[config.mk]
export PLATFORM = sky130hd
export DESIGN_NAME = spram_access_ctrl
export DESIGN_NICKNAME = d
export VERILOG_FILES = /design/src/rtl/spram_ctrl_pkg.sv /design/src/rtl/spram_clear_seq.sv /design/src/rtl/spram_access_ctrl.sv
export SDC_FILE = /design/constraint.sdc
export NUM_CORES = 1
export LEC_CHECK = 0
export CAP_MARGIN = 20
export CORE_MARGIN = 1
export CORE_UTILIZATION = 49
export DETAILED_ROUTE_END_ITERATION = 6
export PLACE_DENSITY_LB_ADDON = 0.25
export SLEW_MARGIN = 20
export SYNTH_ARGS = -nofsm -noshare
export SYNTH_HDL_FRONTEND = slang
export SYNTH_SLANG_ARGS = --single-unit
[constraint.sdc]
create_clock -name clk -period 3.6 [get_ports clk]
set_input_delay 0.9 -clock clk [delete_from_list [all_inputs] [get_ports clk]]
set_output_delay 0.9 -clock clk [all_outputs]
set_load 0.01 [all_outputs]
[src/rtl/spram_ctrl_pkg.sv]
// Shared encodings for the single-port RAM access controller.
package spram_ctrl_pkg;

  typedef enum logic {
    ST_CLEAR = 1'b0,
    ST_IDLE  = 1'b1
  } state_e;

  typedef enum logic [1:0] {
    TAG_NONE = 2'd0,
    TAG_VID  = 2'd1,
    TAG_CPU  = 2'd2
  } tag_e;

endpackage

[src/rtl/spram_clear_seq.sv]
// Full-memory clear sequencer: owns the CLEAR/IDLE state, the clear address
// counter and the busy/done indications.
module spram_clear_seq
  import spram_ctrl_pkg::*;
#(
  parameter int unsigned ADDR_W         = 8,
  parameter bit          CLEAR_ON_RESET = 1'b1
) (
  input  logic              clk,
  input  logic              reset,
  input  logic              clear_start,
  output logic              clear_busy,
  output logic              clear_done,
  output logic [ADDR_W-1:0] clear_addr,
  output logic              idle_c
);

  localparam state_e            RESET_STATE = CLEAR_ON_RESET ? ST_CLEAR : ST_IDLE;
  localparam logic [ADDR_W-1:0] LAST_ADDR   = '1;

  state_e            state_q, state_d;
  logic              busy_q, busy_d;
  logic              done_q, done_d;
  logic [ADDR_W-1:0] cnt_q, cnt_d;

  always_ff @(posedge clk or posedge reset) begin
    if (reset) begin
      state_q <= RESET_STATE;
      busy_q  <= 1'b0;
      done_q  <= 1'b0;
      cnt_q   <= '0;
    end else begin
      state_q <= state_d;
      busy_q  <= busy_d;
      done_q  <= done_d;
      cnt_q   <= cnt_d;
    end
  end

  // Writes only run while busy_q is set, so the first post-reset cycle is quiet.
  always_comb begin
    state_d = state_q;
    busy_d  = busy_q;
    done_d  = 1'b0;
    cnt_d   = cnt_q;
    case (state_q)
      ST_CLEAR: begin
        busy_d = 1'b1;
        if (busy_q) begin
          cnt_d = cnt_q + ADDR_W'(1);
          if (cnt_q == LAST_ADDR) begin
            state_d = ST_IDLE;
            busy_d  = 1'b0;
            done_d  = 1'b1;
            cnt_d   = '0;
          end
        end
      end
      ST_IDLE: begin
        if (clear_start) begin
          state_d = ST_CLEAR;
          busy_d  = 1'b1;
          cnt_d   = '0;
        end
      end
      default: state_d = RESET_STATE;
    endcase
  end

  assign clear_busy = busy_q;
  assign clear_done = done_q;
  assign clear_addr = cnt_q;
  assign idle_c     = (state_q == ST_IDLE);

endmodule

[src/rtl/spram_access_ctrl.sv]
// Single-port RAM initiator: arbitrates video scan reads and CPU accesses onto
// one spram port, captures q one cycle after each grant, and runs memory clears.
module spram_access_ctrl
  import spram_ctrl_pkg::*;
#(
  parameter int unsigned       ADDR_W         = 8,
  parameter int unsigned       DATA_W         = 8,
  parameter bit                CLEAR_ON_RESET = 1'b1,
  parameter logic [DATA_W-1:0] CLEAR_VALUE    = '0,
  parameter int unsigned       CPU_MAX_WAIT   = 4
) (
  input  logic              clk,
  input  logic              reset,
  input  logic              clear_start,
  output logic              clear_busy,
  output logic              clear_done,
  input  logic              vid_req,
  input  logic [ADDR_W-1:0] vid_addr,
  output logic              vid_valid,
  output logic [DATA_W-1:0] vid_dout,
  input  logic              cpu_req,
  input  logic              cpu_we,
  input  logic [ADDR_W-1:0] cpu_addr,
  input  logic [DATA_W-1:0] cpu_din,
  output logic              cpu_ack,
  output logic [DATA_W-1:0] cpu_dout,
  output logic [ADDR_W-1:0] ram_address,
  output logic [DATA_W-1:0] ram_data,
  output logic              ram_wren,
  input  logic [DATA_W-1:0] ram_q
);

  localparam int unsigned       WAIT_W   = $clog2(CPU_MAX_WAIT + 1);
  localparam logic [WAIT_W-1:0] WAIT_MAX = WAIT_W'(CPU_MAX_WAIT);

  logic              idle_c;
  logic [ADDR_W-1:0] clear_addr;

  logic              cpu_elig_c, grant_cpu_c, grant_vid_c;
  logic [DATA_W-1:0] data_c;
  logic              wren_c;

  tag_e              tag_q, tag_d;
  logic [WAIT_W-1:0] wait_q, wait_d;
  logic [ADDR_W-1:0] addr_q, addr_d;
  logic              cpu_wr_q, cpu_wr_d;
  logic [DATA_W-1:0] wdata_q, wdata_d;
  logic [DATA_W-1:0] vid_hold_q, vid_hold_d;
  logic [DATA_W-1:0] cpu_hold_q, cpu_hold_d;

  spram_clear_seq #(
    .ADDR_W         (ADDR_W),
    .CLEAR_ON_RESET (CLEAR_ON_RESET)
  ) u_clear_seq (
    .clk         (clk),
    .reset       (reset),
    .clear_start (clear_start),
    .clear_busy  (clear_busy),
    .clear_done  (clear_done),
    .clear_addr  (clear_addr),
    .idle_c      (idle_c)
  );

  always_ff @(posedge clk or posedge reset) begin
    if (reset) begin
      tag_q      <= TAG_NONE;
      wait_q     <= '0;
      addr_q     <= '0;
      cpu_wr_q   <= 1'b0;
      wdata_q    <= '0;
      vid_hold_q <= '0;
      cpu_hold_q <= '0;
    end else begin
      tag_q      <= tag_d;
      wait_q     <= wait_d;
      addr_q     <= addr_d;
      cpu_wr_q   <= cpu_wr_d;
      wdata_q    <= wdata_d;
      vid_hold_q <= vid_hold_d;
      cpu_hold_q <= cpu_hold_d;
    end
  end

  // Grant: starved CPU first, then video, then CPU; never re-grant CPU in its ack cycle.
  always_comb begin
    cpu_elig_c  = cpu_req && (tag_q != TAG_CPU);
    grant_cpu_c = 1'b0;
    grant_vid_c = 1'b0;
    if (idle_c) begin
      if (cpu_elig_c && ((wait_q == WAIT_MAX) || !vid_req)) begin
        grant_cpu_c = 1'b1;
      end else if (vid_req) begin
        grant_vid_c = 1'b1;
      end
    end
  end

  always_comb begin
    addr_d   = addr_q;
    data_c   = '0;
    wren_c   = 1'b0;
    tag_d    = TAG_NONE;
    wait_d   = wait_q;
    cpu_wr_d = cpu_wr_q;
    wdata_d  = wdata_q;

    if (clear_busy) begin
      addr_d = clear_addr;
      data_c = CLEAR_VALUE;
      wren_c = 1'b1;
    end else if (grant_cpu_c) begin
      addr_d   = cpu_addr;
      data_c   = cpu_din;
      wren_c   = cpu_we;
      tag_d    = TAG_CPU;
      cpu_wr_d = cpu_we;
      wdata_d  = cpu_din;
    end else if (grant_vid_c) begin
      addr_d = vid_addr;
      tag_d  = TAG_VID;
    end

    if (!cpu_req || grant_cpu_c) begin
      wait_d = '0;
    end else if (cpu_elig_c && grant_vid_c && (wait_q != WAIT_MAX)) begin
      wait_d = wait_q + WAIT_W'(1);
    end
  end

  assign ram_address = addr_d;
  assign ram_data    = data_c;
  assign ram_wren    = wren_c;

  // A CPU write returns the word it wrote, independent of the macro's read-during-write behaviour.
  assign vid_valid = (tag_q == TAG_VID);
  assign cpu_ack   = (tag_q == TAG_CPU);
  assign vid_dout  = vid_valid ? ram_q : vid_hold_q;
  assign cpu_dout  = cpu_ack ? (cpu_wr_q ? wdata_q : ram_q) : cpu_hold_q;

  always_comb begin
    vid_hold_d = vid_dout;
    cpu_hold_d = cpu_dout;
  end

endmodule

# [Word level (Yosys, flattened, before mapping)]
# Index checks and enable logic that the tools add are counted.
# Widths: inputs -> output; s select.
[classes] add_sub_neg=2 multipliers=0 bitwise_logic=2 n_eq_ne=8 n_div=0 shifts=0 n_lt_le_gt_ge=0 reduce_logical=11 n_mux=33
[ops] operator="$mux 8" n=11
[ops] operator="$pmux 8 s2" n=1
[ops] operator="$mux 1" n=15
[ops] operator="$add 8x1->8 const B" n=1
[ops] operator="$eq 8x8->1 const B" n=1
[ops] operator="$mux 3" n=2
[ops] operator="$logic_and 1x1->1" n=4
[ops] operator="$mux 2" n=2
[ops] operator="$ne 2x2->1 const B" n=2
[ops] operator="$pmux 1 s2" n=2
[ops] operator="$reduce_and 2->1" n=2
[ops] operator="$add 3x1->3 const B" n=1
[ops] operator="$eq 3x3->1 const B" n=1
[ops] operator="$ne 3x3->1 const B" n=1
[ops] operator="$eq 2x1->1 const B" n=1
[ops] operator="$eq 2x2->1 const B" n=1
[ops] operator="$logic_not 1->1" n=2
[ops] operator="$logic_or 1x1->1" n=2
[ops] operator="$ne 2x1->1 const B" n=1
[ops] operator="$not 1->1" n=2
[ops] operator="$reduce_bool 2->1" n=1
[totals] latchBits=0 regBits=49 rom_bits=0 output_inout_bits=37 word_cells=67 memories=0 mem_bits_rw=0 input_bits=38

# [Longest topological paths before layout]
# Gate-level depths: netlist of run 1.
[logic_depth] depth_word=9 mapped_depth=7 ltp_nobuf=6

# [Modules after synthesis]
# From an unflattened synthesis of run 1, not the netlist that was laid out.
[unflattened] hier_cells=221 area_unflattened_um2=2462.4
[modules_own_cells] module="spram_access_ctrl" cells_per_inst=166 n_inst=1 seq_area_each_um2=950.9 area_per_inst_um2=1908.1
[modules_own_cells] module="spram_clear_seq" cells_per_inst=55 n_inst=1 seq_area_each_um2=275.3 area_per_inst_um2=554.3

# [Least setup slack after synthesis of run 1]
# Ideal clock, no wire load.
[synth_path] kind="input to output" from="in vid_req" to="out ram_address[6]" arrival_time_ns=1.890 cell_stages=5 path_buffers=1 required_ns=2.700 setup_slack_ns=0.810 path_cell_list="a21bo_2 -> a31o_2 -> buf_4 -> o22ai_1 -> o31ai_1"
[synth_via] elab_chain_cells=8 elab_cells_between_ends=11 classes_between="8 x mux; 3 x reduce/logical"
[synth_lines] element="start, declared" line_no="spram_access_ctrl.sv:17" source="input logic vid_req,"
[synth_lines] element="$logic_not 1->1" line_no="spram_access_ctrl.sv:90" source="if (cpu_elig_c && ((wait_q == WAIT_MAX) || !vid_req)) begin"
[synth_lines] element="$logic_or 1x1->1" line_no="spram_access_ctrl.sv:90"
[synth_lines] element="$logic_and 1x1->1" line_no="spram_access_ctrl.sv:90"
[synth_lines] element="$mux 1" line_no="spram_access_ctrl.sv:90"
[synth_lines] element="$mux 1" line_no="spram_access_ctrl.sv:89" source="if (idle_c) begin"
[synth_lines] element="$mux 8" line_no="spram_access_ctrl.sv:118" source="end else if (grant_vid_c) begin"
[synth_lines] element="$mux 8 *" line_no="spram_access_ctrl.sv:111" source="end else if (grant_cpu_c) begin"
[synth_lines] element="$mux 8 *" line_no="spram_access_ctrl.sv:107" source="if (clear_busy) begin"
[synth_lines] element="end, declared" line_no="spram_access_ctrl.sv:27" source="output logic [ADDR_W-1:0] ram_address,"
# Every way passes the cells marked *; elsewhere a longest branch is shown, timed or not.

# [Worst setup path in the final report of run 1]
[layout_path] from="in vid_req" to="out ram_wren"
[layout_via] elab_chain_cells=7
[layout_lines] element="$logic_not 1->1" line_no="spram_access_ctrl.sv:90"
[layout_lines] element="$logic_or 1x1->1" line_no="spram_access_ctrl.sv:90"
[layout_lines] element="$logic_and 1x1->1" line_no="spram_access_ctrl.sv:90"
[layout_lines] element="$mux 1" line_no="spram_access_ctrl.sv:90"
[layout_lines] element="$mux 1" line_no="spram_access_ctrl.sv:89"
[layout_lines] element="$mux 1" line_no="spram_access_ctrl.sv:111"
[layout_lines] element="$mux 1" line_no="spram_access_ctrl.sv:107"
[layout_lines] element="end, declared" line_no="spram_access_ctrl.sv:29" source="output logic ram_wren,"
# Every way passes these cells.

==> impl_results.md, run 1 <==
- RSZ-0062 raised after global routing: yes
- Layout Nets: 332
- Largest net degree at the start of global routing: 27
- Worst path bufs/invs: 2
- Slowest-stage cell, CP: clkdlybuf4s50_1
- Initial antenna violation count: 0
- YS warnings: 0
- Die area: 5029 µm²
- # DRC: 0
- Clk slew on worst S/H paths: 0.09 ns
- Max Slew Vio Count: 0
- Internal power: 938.1 µW
- Grt total ovfl: 0
- Ys flop type: dfrtp_1
- Post-CTS Hold Fix Bufs: 0
- Avg Inst Size Synth: 11.14 µm²
- Hold Violations, Final: 0
- Drt first-iter violations: 120
- FFs w/ async S/R, synth: 1.000
- Core area: 4444 µm²
- Number of global-route vias before repair: 1834
- Setup crit start kind: primary input
- Setup CP Type: in2out
- Post-route minimum period: 3.527 ns
- Wire length per cell: 15.30 µm
- Maximum VDD drop: 0.3746 mV
- Storage cell area: 1226 µm²
- Slew @ Worst Pin: 1.122 ns
- Slew HR: 0.2521
- H-tree Lvls: 2
- Sequential Power Share: 0.519
- Diodes inserted: 0
- CP required: 2.70 ns
- Crit path DAT: 2.63 ns
- Hold WC Path Type: reg2reg
- P_sw: 409.5 µW
- Final setup viols: 0
- Top Ports: 75
- PnR worst setup slack: 0.07272 ns
- Crit share post-route: 0.9798
- Cell Chain, Critical Path: clkdlybuf4s50_1, a21bo_2, nand4_4, o21bai_1, clkdlybuf4s50_1
- Clock share of power: 0.239
- I/O Buffers: 74
- Fill cell count: 322
- Pre-CTS setup slack: -0.2948 ns
- Post-Route WL: 5.262 mm
- P_leak: 0.001637 µW
- Syn-to-layout area delta: 42.20%
- Initial Util: 0.5236
- Comb pwr share: 0.242
- Commonest non-fill, non-tap cell in the layout: clkdlybuf4s50_1
- PwrDens: 407.2 nW/µm²
- Achievable Freq: 283.5 MHz
- Status: completed
- Setup_tns: 0 ns
- Die Width: 70.92 µm
- Cell count after synthesis: 209
- CP top delay family: buffers and inverters
- Cts bufs inserted: 5
- Post-Syn Area: 2327 µm²
- Clk buf depth: 2
- CTS tree: yes
- Sink Count: 49
- Clk_skew: 0.004598 ns
- Clock root cell: clkbuf_8
- Most frequent CP cell: clkdlybuf4s50_1
- Critical Path Fanout Max: 5
- Post-Route Utilization: 0.7447
- Total GRT Usage: 0.2262
- Syn_nets: 250
- Routability Congestion: 0.8483
- Number of enable flip-flop cells after synthesis: 0
- CP endpoint kind: primary output
- Max stage delay on crit path: 0.57 ns
- Die Ht: 70.92 µm
- DR vias: 1846
- Switch share: 0.3039
- Most frequent cells in the layout: 57 x clkdlybuf4s50_1, 49 x dfrtp_1, 23 x nand2_1, 17 x mux2_2, 17 x nor2_1
- Post-synthesis sequential area ratio: 0.5269
- Synthesized flop and latch total: 49
- Multi-input gate area: 1076 µm²
- Detail Route Antenna Nets: 0
- Final Hold Slack: 0.4951 ns
- Skew-Pair Late Insertion Delay: 0.29 ns
- Final HPWL DP: 3.662 mm
- Share of cells above drive strength 1: 0.1952
- Max_cap viols: 0
- Unique masters post-synth: 42
- DRT Pass-1 Iters: 6
- Via/cell ratio: 5.366
- Global-route wire length before repair: 8.845 mm
- Row cnt: 24
what timing repair did:
action                     in CTS  in global routing
buffers inserted                4                  1
resized for setup              11                 17
gates cloned                    1                  0
pin swaps                       2                  0
setup endpoints to repair      16                 16
path summary, 6_finish.rpt:
| path | start | to | slack [ns] | cells past startpoint |
|---|---|---|---|---|
| max | vid_req | ram_wren | 0.07 | 5 |
| min | cpu_hold_q[5]$_DFF_PP0_ | cpu_hold_q[5]$_DFF_PP0_ | 0.50 | 2 |
| max reg2reg | u_clear_seq.clear_busy$_DFFE_PP0P_ | u_clear_seq.clear_addr[3]$_DFFE_PP0P_ | 1.49 | 4 |
| min reg2reg | cpu_hold_q[5]$_DFF_PP0_ | cpu_hold_q[5]$_DFF_PP0_ | 0.50 | 2 |
| max in group asynchronous | reset | addr_q[7]$_DFF_PP0_ | 1.94 | 3 |
| min in group asynchronous | reset | vid_hold_q[0]$_DFF_PP0_ | 0.95 | 2 |
cell type report:
type / count / share of cell area
timing repair buffer: 83 / 0.2495
clock buffer: 5 / 0.02079
clock inverter: 3 / 0.006427
sequential: 49 / 0.3705
inverter: 7 / 0.007940
multi-input combinational: 145 / 0.3251
tap: 52 / 0.01966
Yosys cell counts (2+ instances only):
| master | instances | share of area |
|---|---|---|
| nand3_1 | 3 | 0.0064 |
| inv_1 | 5 | 0.0081 |
| o22ai_1 | 8 | 0.022 |
| clkbuf_1 | 3 | 0.0048 |
| mux2i_1 | 10 | 0.043 |
| dfrtp_1 | 49 | 0.53 |
| nand2_1 | 23 | 0.037 |
| inv_2 | 2 | 0.0032 |
| o31ai_1 | 8 | 0.026 |
| xor2_1 | 3 | 0.011 |
| xnor2_1 | 2 | 0.0075 |
| nor2b_1 | 3 | 0.0081 |
| buf_6 | 2 | 0.0097 |
| and2_1 | 8 | 0.022 |
| nand2b_1 | 3 | 0.0081 |
| mux2_2 | 17 | 0.082 |
| nand4_1 | 3 | 0.0081 |
| nor2_1 | 17 | 0.027 |
| buf_2 | 2 | 0.0043 |
| ha_1 | 3 | 0.016 |
| o21ai_0 | 12 | 0.026 |
| a21oi_1 | 2 | 0.0043 |
| buf_4 | 2 | 0.0064 |
per-stage QoR:
stage / cells / total power (µW) / cell area, µm²
after floorplan: 209 / 865.5 / 2327
after global placement: 330 / 1031 / 3104
after detailed placement: 330 / 1038 / 3104
after CTS: 343 / 1340 / 3251
after global routing: 344 / 1424 / 3309
final: 344 / 1348 / 3309
metal layers:
metal,wire [µm],vias to the layer above,track usage
li1,-,890,-
met1,2370,887,0.3048
met2,2543,58,0.3665
met3,242,11,0.04701
met4,106,0,0.07778
met5,0,-,0
power groups by stage:
stage	Clock [µW]	Combinational (µW)	Sequential (µW)
after floorplan	0	179	687
after global placement	0	326	705
after detailed placement	0	333	705
after CTS	332	310	697
after global routing	350	365	709
final	322	327	699
tightest hold or removal path, cell delays in order, from the launching register on:
cell	delay, ns
dfrtp_1	0.33
nand2_1	0.04
o21ai_0	0.08
sequential cells by signal, indices dropped and copies added, names as in the netlist:
register / count
cpu_hold_q: 8
u_clear_seq.clear_busy: 1
cpu_wr_q: 1
u_clear_seq.clear_addr: 8
u_clear_seq.clear_done: 1
wdata_q: 8
addr_q: 8
vid_hold_q: 8
u_clear_seq.idle_c: 1
tag_q: 2
wait_q: 3
logic make-up after synthesis:
family | after synthesis | share of synthesized area
AND/OR/NAND/NOR | 70 | 0.1608
flip-flops | 49 | 0.5269
AO/OA/AOI/OAI | 38 | 0.1092
multiplexers | 28 | 0.1317
buffers and inverters | 16 | 0.03656
XOR/XNOR | 5 | 0.01882
adder cells (fa/ha/maj) | 3 | 0.01613
No activity file was read; power rests on OpenSTA's default activity.
==> run 2, diff against run 1 <==
--- a/config.mk
+++ b/config.mk
@@ -7,10 +7,11 @@
 export LEC_CHECK = 0
 export CAP_MARGIN = 20
 export CORE_MARGIN = 1
-export CORE_UTILIZATION = 49
+export CORE_UTILIZATION = 50
 export DETAILED_ROUTE_END_ITERATION = 6
 export PLACE_DENSITY_LB_ADDON = 0.25
 export SLEW_MARGIN = 20
 export SYNTH_ARGS = -nofsm -noshare
 export SYNTH_HDL_FRONTEND = slang
+export SYNTH_HIERARCHICAL = 1
 export SYNTH_SLANG_ARGS = --single-unit
==> run 2 against run 1 <==
Maximum frequency is 0.87% lower. Total power rose by 19%. Sequential power up 1%. Largest power group unchanged. Highest routed layer unchanged.
==> impl_results.md, run 2 <==
- Status: completed
- Top Metal Used: met4
- Number of enable flip-flop cells after synthesis: 0 (unchanged)
- Internal power: 1158 µW (+23%)
- Dominant cell by count in the synthesized netlist: dfrtp_1
- Initial antenna violation count: 0 (unchanged)
- Most frequent cells in the layout: 57 x clkdlybuf4s50_1, 49 x dfrtp_1, 23 x nand2_1, 20 x buf_4, 16 x mux2_2
- Worst reg2reg path depth: 8 (+4)
- Max stage delay on crit path: 0.49 ns (-0.08 ns)
- Clk buf depth: 2 (unchanged)
- Cell count after synthesis: 221 (+5.7%)
- Syn-to-layout area delta: 44.61%
- Global-route wire length before repair: 9.480 mm (+7.2%)
- Diodes inserted: 0 (unchanged)
- Post-synth top area share: 0.4980 (-0.02891)
- Met2 routed WL: 3.081 mm (+21%)
- Routability Congestion: 0.8504 (+0.25%)
- Post-route minimum period: 3.558 ns (+0.03081 ns)
- Switch share: 0.2799 (-0.02393)
- Sink Count: 49 (unchanged)
- Top cells by area, synth: dfrtp_1 50%, mux2_2 7.3%, mux2i_1 3.7%
- R2R Path End: wdata_q[3]$_DFFE_PP0P_
- Critical Path Fanout Max: 6 (+1)
- Final HPWL DP: 4.134 mm (+13%)
- Clk slew on worst S/H paths: 0.09 ns (about the same)
- Comb pwr share: 0.275 (+0.033)
- I/O Buffers: 74 (unchanged)
- FFs w/ async S/R, synth: 1.000 (unchanged)
- Slew HR: 0.3456 (+0.09350)
- Wire length per cell: 15.85 µm (+3.6%)
- Row cnt: 25 (+4.2%)
- Hold Violations, Final: 0 (unchanged)
- H-tree Lvls: 2 (unchanged)
- Hold WC Path Type: reg2reg
- Top Ports: 75 (unchanged)
- P_sw: 450.1 µW (+9.9%)
- Synthesized flop and latch total: 49 (unchanged)
- Skew-Pair Late Insertion Delay: 0.30 ns (about the same)
- Clock share of power: 0.285 (+0.046)
- Crit path DAT: 2.66 ns (+0.03 ns)
- Sequential Power Share: 0.440 (-0.079)
- CP top delay family: buffers and inverters
- Core area: 4723 µm² (+6.3%)
- Via/cell ratio: 5.371 (about the same)
- Post-Route WL: 6.069 mm (+15%)
- DRT Pass-1 Iters: 4 (-2)
- Ys flop type: dfrtp_1
- Post-Syn Area: 2462 µm² (+5.8%)
- Cts bufs inserted: 5 (unchanged)
- Unique masters post-synth: 45 (+7.1%)
- PwrDens: 451.6 nW/µm² (+11%)
- Crit share post-route: 0.9884 (+0.008558)
- Slew @ Worst Pin: 0.9816 ns (-0.1402 ns)
- Hold wc startpoint: cpu_hold_q[0]$_DFF_PP0_
- Max Slew Vio Count: 0 (unchanged)
- CTS tree: yes
- Achievable Freq: 281.1 MHz (-0.87%)
- Setup crit start kind: primary input
- Maximum VDD drop: 0.3150 mV (-16%)
- DR vias: 2057 (+11%)
- Post-CTS Hold Fix Bufs: 0 (unchanged)
- Post-synthesis sequential area ratio: 0.4980 (-0.02891)
- Number of global-route vias before repair: 1982 (+8.1%)
- CP required: 2.70 ns (about the same)
- YS warnings: 6 (+6)
- Post-Route Utilization: 0.7539 (+0.009256)
- Worst path bufs/invs: 4 (+2)
- Origin of the worst setup path: vid_req
- # DRC: 0 (unchanged)
- Overall Power: 1608 µW (+19%)
- Initial Util: 0.5213 (-0.002324)
- Drt first-iter violations: 104 (-13%)
- Worst Hold Path EP: cpu_hold_q[0]$_DFF_PP0_
- Clock root cell: clkbuf_8
- Die Ht: 72.18 µm (+1.8%)
- Die Width: 72.18 µm (+1.8%)
- Total GRT Usage: 0.2423 (+0.01617)
- CP endpoint kind: primary output
- Worst Hold Depth: 2 (unchanged)
- Routed wl met3: 278 µm (+15%)
- Synth top cells by count: 49 x dfrtp_1, 23 x nand2_1, 16 x mux2_2, 14 x o21ai_0, 13 x a21oi_1
- Die area: 5209 µm² (+3.6%)
- Final setup viols: 0 (unchanged)
- Commonest non-fill, non-tap cell in the layout: clkdlybuf4s50_1
- PnR worst setup slack: 0.04191 ns (-0.03081 ns)
- Setup CP Type: in2out
- P_leak: 0.001607 µW (-1.8%)
- Detail Route Antenna Nets: 0 (unchanged)
- Avg Inst Size Synth: 11.14 µm² (about the same)
- Share of cells above drive strength 1: 0.2563 (+0.06112)
- Cell Chain, Critical Path: clkdlybuf4s50_1, a21bo_4, buf_4, nand4_4, buf_6, o31ai_1, a21oi_1, clkdlybuf4s15_1
- Area leader, netlist: dfrtp_1
- Worst reg2reg setup slack: 1.18 ns (-0.31 ns)
- Max_cap viols: 0 (unchanged)
- Syn_nets: 262 (+4.8%)
- Largest net degree at the start of global routing: 31 (+15%)
- Worst r2r src: u_clear_seq/clear_busy$_DFFE_PP0P_
- Clk_skew: 0.005563 ns (+0.0009650 ns)
- Wl on met1: 2.631 mm (+11%)
- Slowest-stage cell, CP: clkdlybuf4s50_1
- Grt total ovfl: 0 (unchanged)
- Layout Nets: 356 (+7.2%)
- Pre-CTS setup slack: -0.2129 ns (+0.08184 ns)
-- run 2: per-stage QoR --
| stage | cell area [µm²] | cells | hold WS [ns] | TNS (ns) |
|---|---|---|---|---|
| finish | 3561 | 383 | 0.4991 | 0 |
| global route | 3561 | 383 | 0.5140 | -0.03294 |
| CTS | 3506 | 381 | 0.5042 | 0 |
| detailed placement | 3302 | 362 | 0.4815 | -2.869 |
| global placement | 3302 | 362 | 0.4726 | -2.690 |
| floorplan | 2462 | 221 | 0.4804 | 0 |
-- run 2: how the worst max path moves through the flow --
stage / to / slack (ns) / depth (start not counted)
2_1_floorplan: ram_address[0] / 0.84 / 4
3_3_place_gp: ram_address[4] / -0.20 / 7
3_5_place_dp: ram_address[6] / -0.21 / 7
4_1_cts: ram_address[1] / 0.002 / 8
5_1_grt: ram_address[6] / -0.02 / 8
6_report: ram_address[1] / 0.04 / 8
-- run 2: layer usage --
metal | vias to the layer above | track usage
met5 | - | 0
met4 | 0 | 0.06536
met3 | 7 | 0.04444
met2 | 58 | 0.4102
met1 | 1001 | 0.3219
li1 | 991 | -
-- run 2: kinds of logic after synthesis --
family,count (synthesis),synth area share
AO/OA/AOI/OAI,58,0.1621
flip-flops,49,0.4980
multiplexers,27,0.1214
buffers and inverters,18,0.03811
AND/OR/NAND/NOR,66,0.1651
adder cells (fa/ha/maj),3,0.01525
-- run 2: worst register-to-register path: stages, from the launching register on --
cell and delay (ns):
dfrtp_1 0.99, buf_4 0.35, nor2_4 0.05, buf_4 0.14, buf_4 0.13, buf_4 0.13
buf_4 0.13, buf_4 0.14, mux2_2 0.26
-- run 2: area by class of cell --
type                    count  area, µm²
clock inverters             3      65.06
inverters                   7      26.28
fillers                   335       1162
flip-flops and latches     49       1226
well taps                  67      83.83
clock buffers               5      68.82
repair buffers             97      907.1
multi-input cells         155       1184
-- run 2: power groups by stage --
stage	clock network [µW]	registers, µW	logic (µW)
3_3_place_gp	0	710	403
6_report	459	707	442
4_1_cts	466	705	413
3_5_place_dp	0	714	412
2_1_floorplan	0	688	250
5_1_grt	488	719	482
-- run 2: timing repair --
item                                   in CTS  in global routing
gates cloned                                1                  0
setup buffers                              10                  2
pin swaps                                  11                  1
endpoints found under the hold margin       0                  0
gates resized for setup                    17                 21
setup endpoints to repair                  17                  8
==> run 3, diff against run 2 <==
--- a/config.mk
+++ b/config.mk
@@ -7,7 +7,7 @@
 export LEC_CHECK = 0
 export CAP_MARGIN = 20
 export CORE_MARGIN = 1
-export CORE_UTILIZATION = 50
+export CORE_UTILIZATION = 47
 export DETAILED_ROUTE_END_ITERATION = 6
 export PLACE_DENSITY_LB_ADDON = 0.25
 export SLEW_MARGIN = 20
==> constraint.sdc (replaced) <==
create_clock -name clk -period 3.61 [get_ports clk]
set_input_delay 0.9025 -clock clk [delete_from_list [all_inputs] [get_ports clk]]
set_output_delay 0.9025 -clock clk [all_outputs]
set_load 0.01 [all_outputs]
==> run 3 against run 2 <==
Sequential share of layout area is 0.83 points higher. Combinational power is 9.5% lower. Non-clock buffer count is 6 lower. Clock-buffer cell count is 1 higher.
==> impl_results.md, run 3 (synthesized netlist as in run 2, its figures left out) <==
- PwrDens: 430.9 nW/µm² (-4.6%)
- Number of global-route vias before repair: 1900 (-4.1%)
- Placement Cell Area: 3309 µm² (+0.23%)
- Met2 Usage GRT: 0.3443 (-0.06583)
- Cts bufs inserted: 5 (unchanged)
- Max stage delay on crit path: 0.50 ns (about the same)
- CP required: 2.71 ns (about the same)
- Total GRT Usage: 0.2147 (-0.02765)
- Core area: 4880 µm² (+3.3%)
- Post-Route WL: 5.629 mm (-7.2%)
- Clk_skew: 0.01244 ns (+0.006880 ns)
- Setup CP Type: in2out
- Top Ports: 75 (unchanged)
- Critical Path Fanout Max: 6 (unchanged)
- # DRC: 0 (unchanged)
- Maximum VDD drop: 0.3417 mV (+8.5%)
- Row cnt: 25 (unchanged)
- Share of cells above drive strength 1: 0.2136 (-0.04274)
- Post-route cell area: 3477 µm² (-2.4%)
- Grt total ovfl: 0 (unchanged)
- Commonest non-fill, non-tap cell in the layout: clkdlybuf4s50_1
- Achievable Freq: 280.0 MHz
- Setup crit start kind: primary input
- Layout Nets: 349 (-2.0%)
- Cell Chain, Critical Path: clkdlybuf4s50_1, a21bo_4, a31oi_4, buf_6, a221oi_1, a21oi_1, dlygate4sd2_1
- Pre-CTS setup slack: -0.2462 ns (-0.03329 ns)
- Clk buf depth: 2 (unchanged)
- Status: completed
- Worst path bufs/invs: 3 (-1)
- Global-route wire length before repair: 8.942 mm (-5.7%)
- Crit path DAT: 2.67 ns (about the same)
- Slew @ Worst Pin: 0.9295 ns (-0.05210 ns)
- H-tree Lvls: 2 (unchanged)
- Wire length per cell: 14.97 µm (-5.5%)
- Syn-to-layout area delta: 41.21%
- CP endpoint kind: primary output
- Die area: 5532 µm² (+6.2%)
- PnR worst setup slack: 0.03810 ns (-0.003811 ns)
- Crit share post-route: 0.9894
- I/O Buffers: 74 (unchanged)
- DR vias: 1974 (-4.0%)
- Slowest-stage cell, CP: clkdlybuf4s50_1
- Post-Route Utilization: 0.7126 (-0.04134)
- Die Ht: 74.38 µm (+3.1%)
- Max_cap viols: 0 (unchanged)
- Via/cell ratio: 5.250 (-2.2%)
- Diodes inserted: 0 (unchanged)
- Initial Util: 0.5046 (-0.01671)
- Slew HR: 0.3803 (+0.03473)
- Post-route insts no fill: 376 (-1.8%)
- Post-route minimum period: 3.572 ns
- Clk slew on worst S/H paths: 0.09 ns (about the same)
- CP top delay family: buffers and inverters
- GR peak layer: met2
- Initial antenna violation count: 0 (unchanged)
- CTS tree: yes
- Most frequent cells in the layout: 57 x clkdlybuf4s50_1, 49 x dfrtp_1, 23 x nand2_1, 16 x mux2_2, 15 x dlygate4sd2_1
- Detail Route Antenna Nets: 0 (unchanged)
- Clock root cell: clkbuf_8
- Drt first-iter violations: 85 (-18%)
- Hold Violations, Final: 0 (unchanged)
- Met3 usage: 0.06911 (+0.02466)
- Die Width: 74.38 µm (+3.1%)
- RSZ-0062 raised after global routing: yes
- Final HPWL DP: 4.069 mm (-1.6%)
- Max Slew Vio Count: 0 (unchanged)
- Hold WC Path Type: reg2reg
- P_leak: 0.001571 µW (-2.2%)
- Placed instance count: 363 (+0.28%)
- Largest net degree at the start of global routing: 31 (unchanged)
- Final setup viols: 0 (unchanged)
- Met1 usage: 0.2845 (-0.03746)
- DRT Pass-1 Iters: 4 (unchanged)
- Sink Count: 49 (unchanged)
- Routability Congestion: 0.7980 (-6.2%)
- Skew-Pair Late Insertion Delay: 0.30 ns (about the same)
run 3: worst paths after layout:
check	startpoint	to	slack [ns]	depth (start not counted)
setup / recovery	vid_req	ram_address[6]	0.04	7
hold / removal	vid_hold_q[6]$_DFF_PP0_	vid_hold_q[6]$_DFF_PP0_	0.50	1
setup reg to reg	u_clear_seq/clear_busy$_DFFE_PP0P_	u_clear_seq/clear_addr[5]$_DFFE_PP0P_	1.49	3
hold reg to reg	vid_hold_q[6]$_DFF_PP0_	vid_hold_q[6]$_DFF_PP0_	0.50	1
max in group asynchronous	reset	addr_q[4]$_DFF_PP0_	1.84	3
min in group asynchronous	reset	u_clear_seq/clear_busy$_DFFE_PP0P_	0.92	2
run 3: area by class of cell:
cell class              instances  area [µm²]
clock inverters                 2       38.79
inverters                       7       26.28
multi-input cells             154        1171
repair buffers                 91       858.3
clock buffers                   6       72.57
fillers                       386        1403
flip-flops and latches         49        1226
well taps                      67       83.83
run 3: worst reg2reg max path: stages, from the launching register on:
cell and delay [ns]:
dfrtp_1 0.96, mux2i_2 0.32, or4_1 0.57, a21oi_1 0.17
run 3: timing repair:
item | CTS | global route
endpoints found under the setup margin | 16 | 7
hold endpoints to repair | 0 | 0
buffers inserted | 4 | 1
gates resized for setup | 18 | 9
pin swaps | 10 | 2
hold buffers | 0 | 0
run 3: power breakdown:
group / internal [µW] / switching (µW)
sequential: 626 / 76.9
combinational: 225 / 176
clock: 208 / 187
run 3: per-layer routing:
metal / wire length, µm / vias to the layer above
met5: 0 / -
met4: 37 / 0
met3: 349 / 5
met2: 2718 / 64
met1: 2523 / 937
li1: - / 968
run 3: stage by stage:
stage               TNS [ns]  hold slack (ns)  power (µW)
finish                     0           0.5022        1498
global route        -0.01202           0.5183        1579
CTS                        0           0.5066        1490
detailed placement    -2.836           0.4827        1126
global placement      -2.519           0.4723        1118
floorplan                  0           0.4804       935.1
